<file path="src/rtl/reg_muldiv_unit.sv">
// Iterative 64-bit multiply/divide unit feeding the register bank write port.
// One shift-add or restoring-divide step per cycle over 64 cycles, then a one-cycle write request.
module reg_muldiv_unit #(
   parameter int ITER = 64
) (
   input  logic        iCLK,
   input  logic        iCLR,
   input  logic        iStart,
   input  logic [1:0]  iOp,
   input  logic [63:0] iOperandA,
   input  logic [63:0] iOperandB,
   input  logic [4:0]  iDestReg,
   output logic        oBusy,
   output logic        oDone,
   output logic        oRegWrite,
   output logic [4:0]  oWriteRegister,
   output logic [63:0] oWriteData
);

   typedef enum logic [1:0] {
      S_IDLE = 2'd0,
      S_RUN  = 2'd1,
      S_DONE = 2'd2
   } state_t;

   localparam logic [1:0] OP_MUL   = 2'b00;
   localparam logic [1:0] OP_UMULH = 2'b01;
   localparam logic [1:0] OP_UDIV  = 2'b10;
   localparam logic [1:0] OP_SDIV  = 2'b11;
   localparam logic [6:0] LAST_CNT = 7'(ITER - 1);

   state_t        state;
   state_t        state_nxt;
   logic [6:0]    cnt;
   logic [1:0]    op_q;
   logic [4:0]    dest_q;
   logic [63:0]   opb_q;      // multiplier, or divisor magnitude
   logic [127:0]  work_q;     // {acc_hi, multiplier-shift} for MUL, quotient/dividend in [63:0] for DIV
   logic [64:0]   rem_q;
   logic          neg_q;
   logic          div_zero_q;
   logic          done_q;
   logic          reg_write_q;
   logic [4:0]    wreg_q;
   logic [63:0]   wdata_q;

   logic [64:0]   mul_sum;
   logic [127:0]  mul_next;
   logic [65:0]   rem_shift;
   logic          rem_ge;
   logic [64:0]   rem_next;
   logic [63:0]   quo_next;
   logic [127:0]  work_next;
   logic [63:0]   result;
   logic [63:0]   mag_a;
   logic [63:0]   mag_b;
   logic          last_iter;

   assign last_iter = (cnt == LAST_CNT);

   // ---------------- state register ----------------
   always_ff @(posedge iCLK) begin
      if (iCLR) begin
         state <= S_IDLE;
      end else begin
         state <= state_nxt;
      end
   end

   always_comb begin
      state_nxt = state;
      case (state)
         S_IDLE:  if (iStart) state_nxt = S_RUN;
         S_RUN:   if (last_iter) state_nxt = S_DONE;
         S_DONE:  state_nxt = S_IDLE;
         default: state_nxt = S_IDLE;
      endcase
   end

   // ---------------- one iteration of the datapath ----------------
   always_comb begin
      mag_a = iOperandA;
      mag_b = iOperandB;
      if (iOp == OP_SDIV) begin
         if (iOperandA[63]) mag_a = -iOperandA;
         if (iOperandB[63]) mag_b = -iOperandB;
      end
   end

   always_comb begin
      mul_sum   = {1'b0, work_q[127:64]} + (work_q[0] ? {1'b0, opb_q} : 65'd0);
      mul_next  = {mul_sum, work_q[63:1]};
      rem_shift = {rem_q, work_q[63]};
      rem_ge    = (rem_shift >= {2'b00, opb_q});
      rem_next  = rem_ge ? 65'(rem_shift - {2'b00, opb_q}) : 65'(rem_shift);
      quo_next  = {work_q[62:0], rem_ge};
      work_next = op_q[1] ? {64'd0, quo_next} : mul_next;
   end

   // Magnitudes of 0x8000.. / -1 give 2^63, whose negation wraps back to 0x8000..
   always_comb begin
      result = 64'd0;
      case (op_q)
         OP_MUL:   result = mul_next[63:0];
         OP_UMULH: result = mul_next[127:64];
         OP_UDIV:  result = div_zero_q ? 64'd0 : quo_next;
         OP_SDIV:  result = div_zero_q ? 64'd0 : (neg_q ? -quo_next : quo_next);
         default:  result = 64'd0;
      endcase
   end

   // ---------------- operand latch, iteration and writeback registers ----------------
   always_ff @(posedge iCLK) begin
      if (iCLR) begin
         cnt         <= 7'd0;
         op_q        <= 2'd0;
         dest_q      <= 5'd0;
         opb_q       <= 64'd0;
         work_q      <= 128'd0;
         rem_q       <= 65'd0;
         neg_q       <= 1'b0;
         div_zero_q  <= 1'b0;
         done_q      <= 1'b0;
         reg_write_q <= 1'b0;
         wreg_q      <= 5'd0;
         wdata_q     <= 64'd0;
      end else begin
         done_q      <= 1'b0;
         reg_write_q <= 1'b0;
         case (state)
            S_IDLE: begin
               if (iStart) begin
                  cnt        <= 7'd0;
                  op_q       <= iOp;
                  dest_q     <= iDestReg;
                  opb_q      <= mag_b;
                  work_q     <= {64'd0, mag_a};
                  rem_q      <= 65'd0;
                  neg_q      <= (iOp == OP_SDIV) && (iOperandA[63] ^ iOperandB[63]);
                  div_zero_q <= (iOperandB == 64'd0);
               end
            end
            S_RUN: begin
               work_q <= work_next;
               rem_q  <= rem_next;
               if (last_iter) begin
                  cnt         <= 7'd0;
                  done_q      <= 1'b1;
                  reg_write_q <= (dest_q != 5'd31);
                  wreg_q      <= dest_q;
                  wdata_q     <= result;
               end else begin
                  cnt <= cnt + 7'd1;
               end
            end
            default: ;
         endcase
      end
   end

   assign oBusy          = (state != S_IDLE);
   assign oDone          = done_q;
   assign oRegWrite      = reg_write_q;
   assign oWriteRegister = wreg_q;
   assign oWriteData     = wdata_q;

endmodule

</file>
<file path="config.mk">
export PLATFORM = sky130hd
export DESIGN_NAME = reg_muldiv_unit
export DESIGN_NICKNAME = d
export VERILOG_FILES = /design/src/rtl/reg_muldiv_unit.sv
export SDC_FILE = /design/constraint.sdc
export NUM_CORES = 1
export LEC_CHECK = 0
export CAP_MARGIN = 20
export CELL_PAD_IN_SITES_DETAIL_PLACEMENT = 1
export CELL_PAD_IN_SITES_GLOBAL_PLACEMENT = 1
export CORE_MARGIN = 2
export CORE_UTILIZATION = 27
export CTS_BUF_LIST = sky130_fd_sc_hd__clkbuf_8
export CTS_CLUSTER_SIZE = 14
export DETAILED_ROUTE_END_ITERATION = 12
export PLACE_DENSITY = 0.57
export SYNTH_ARGS = -nofsm -noshare
export SYNTH_HDL_FRONTEND = slang
export SYNTH_SLANG_ARGS = --single-unit
</file>
<file path="constraint.sdc">
create_clock -name iCLK -period 10.7 [get_ports iCLK]
set_clock_uncertainty 0.2 [all_clocks]
set_input_delay 2.14 -clock iCLK [delete_from_list [all_inputs] [get_ports iCLK]]
set_output_delay 2.14 -clock iCLK [all_outputs]
set_load 0.02 [all_outputs]
</file>
==> results.toml <==
[pwr]
clock_power_share = 0.212
p_switching_mw = 3.13
powerDensity_nw_per_um2 = 210
internal-power_mw = 3.67
combPwrFrac = 0.548
peakVddDrop_mv = 0.258
switching_share = 0.461
p_leak_nw = 12.2
power_frac_seq = 0.240

[clock_network]
cts_setup_buffers = 0
holdBufCountCts = 0
clockBufferDepth = 3
clk_pin_slew_worst_paths_ns = 0.06
cts_max_level = 3
clkSinkCount = 346
cts_tree = "built"
root_buffer = "clkbuf_8"
cts_buffers = 71
cts_resized = 0
insertion_delay_ns = 0.71

[grt]
grt_antenna_before_repair = 3
grt_pass1_wl_um = 185000
track_usage = 0.223
grt_overflow_total = 0
first_global_vias = 29500
grt_max_degree = 88

[outcome]
status = "finished clean"

[synth]
postSynthCellCount = 3808
yosys.area_share.simple = 0.212
synth_seq_area_share = 0.248
ys_types = 94
synth_warnings = 0
synth_fp_nets = 4080
synth_top_family_by_area = "compound AO/OA/AOI/OAI gates"
synth_edf_count = 0
ys_ff_latch = 346
postSynthAreaPerCell_um2 = 7.34
synth-xor-area-share = 0.0781
synth_mux_area_frac = 0.0415
synth_area_um2 = 27900
synthFlopType = "dfxtp_1"
synth-compound-area-share = 0.299
synthArstFlopShare = 0
yosys.area_share.adder = 0.0605

[min_path]
whs_path_depth = 2
holdCritStartpoint = "opb_q[63]"
min_path_type = "reg -> reg"
worst_hold_path.endpoint = "opb_q[63]"

[floorplanning]
rows = 118
die_x_um = 326
start_util = 0.271
ios = 210
dieArea_um2 = 106000
die_h_um = 326
core_um2 = 103000

[critical_path]
cp.required_ns = 11.05
cpMaxStageDelayCell = "inv_1"
reg2reg_to = "oWriteData[62]"
r2r_setup_slack_ns = 3.46
crit_chain = "inv_1 -> ha_1 -> and4_1 -> nand3_1 -> nor2_1 -> a211o_1 -> o221a_2 -> o21ai_0 -> nand3_4 -> inv_1 -> ha_1 -> or3b_2 -> nor3_1 -> and4_1 -> nand4_1 -> or4_1 -> a21oi_1 -> o31a_1 -> nand3_1 -> mux2i_1 -> a211oi_1"
reg2reg_depth = 21
critPathLaunchType = "register"
path_max_fanout = 29
worstSetupPathType = "reg -> reg"
critPathBufInv = 2
critical_path.max_stage_delay_ns = 0.87
r2r-start = "opb_q[39]"
worst-path-stages = 21
critPathTopFamily = "simple AND/OR/NAND/NOR gates"
end_kind = "register"
cp.arrival_ns = 7.59

[detailed_routing]
drt_iter0_drc = 1941
drc = 0
totalWireLength_um = 123000
num_vias = 29100
viasPerCell = 5.51
antenna_left = 0
first_pass_iters = 7
wl_per_cell_um = 23.2

[sta]
max_freq_ghz = 0.138
hold_violations = 0
post-route-min-period_ns = 7.24
rsz0062_at_grt = "no"
timing.final.max_slew_violations = 0
worst_pin_slew_ns = 0.957
slew_headroom = 0.353
setup_tns_ns = 0
setup-violations-final = 0
min_period_over_period = 0.677
layout_setup_ws_ns = 3.46

[layout]
layout_commonest_cell = "nor2_1"
final_nets = 4125
nFillCells = 12600
area_growth_pct = 16.1
finish.utilization = 0.315
layout_common_cells = "465 x nor2_1, 357 x nand2_1, 348 x a21oi_1"
drive_gt1_frac = 0.0663
stdcell_count = 5289

[placement]
port_buffers = 209
dpl.cell_count = 5157
place_ws_ns = 3.64
gp_congestion = 0.906
dp_hpwl_um = 91900

[run]
maxCapViolCount = 0
[layer usage]
layer / vias up / wire length [um] / GRT usage
met4: 0 / 4410 / 0.0781
li1: 14000 / - / -
met1: 14300 / 55200 / 0.296
met5: - / 0 / 0
met3: 183 / 6800 / 0.0385
met2: 661 / 56100 / 0.364
[worst min-delay path, cell delays in order, from the launching register on]
cell	delay [ns]
dfxtp_1	0.31
nand2_1	0.05
a21oi_1	0.05
[power by group through the flow]
stage          Clock, mW  Sequential [mW]  Combinational, mW
2_1_floorplan          0             1.56               2.73
3_3_place_gp           0             1.65               3.68
3_5_place_dp           0             1.66               3.67
4_1_cts             1.49             1.63               3.70
5_1_grt             1.54             1.65               4.08
6_report            1.45             1.63               3.73
[kinds of logic after synthesis]
kind of cell,after synthesis
buffers and inverters,409
flip-flops,346
multiplexers,111
AO/OA/AOI/OAI,1281
adder cells (fa/ha/maj),134
XOR/XNOR,249
AND/OR/NAND/NOR,1278
[layout make-up]
type	instances	area [um2]	area share
multi-input combinational	3053	19400	0.598
sequential	346	6930	0.214
timing repair buffer	261	2490	0.0767
tap	1380	1730	0.0533
clock buffer	91	1250	0.0386
inverter	120	450	0.0139
clock inverter	37	178	0.00548
antenna	1	2.50	0.0000772
[cell usage after synthesis (all sizes together) (24+ instances only)]
cell,instances,area [um2]
and2,24,150
nor2,471,1770
nor4,29,196
nor3,93,477
nand4,45,282
nand3,56,293
o21bai,27,203
xor2,120,1050
nand2,359,1350
clkbuf,246,1000
mux2,39,439
xnor2,129,1130
o21ai,252,1260
o31ai,43,328
or4,29,231
inv,120,450
and3,29,181
buf,42,220
a21oi,349,1750
o41ai,25,219
nand2b,26,163
mux2i,72,721
dfxtp,346,6930
a21o,83,623
ha,132,1650
a22oi,89,668
a211oi,88,666
a31oi,37,231
o211ai,86,646
or3,46,300
[how the worst max path moves through the flow]
stage / slack (ns) / start / end
final: 3.46 / opb_q[39] / oWriteData[62]
after detailed placement: 3.64 / opb_q[39] / oWriteData[62]
after floorplan: 5.52 / opb_q[39] / oWriteData[62]
after global routing: 3.15 / opb_q[8] / oWriteData[62]
after CTS: 3.62 / opb_q[39] / oWriteData[62]
after global placement: 3.71 / opb_q[39] / oWriteData[62]
[through the flow]
stage	power (mW)	cell area, um2	hold slack [ns]
final	6.80	32400	0.262
after global placement	5.33	31000	0.244
after global routing	7.27	32400	0.285
after detailed placement	5.33	31000	0.255
after floorplan	4.29	27900	0.232
after CTS	6.82	32400	0.262
[flip-flops by register name (all words and copies together), names as in the netlist, 2 cells and up]
register and count:
oWriteRegister 5, state 2, dest_q 5, cnt 7
rem_q 65, opb_q 64, work_q 128, oWriteData 64
op_q 2
No activity file was read; power rests on OpenSTA's default activity.
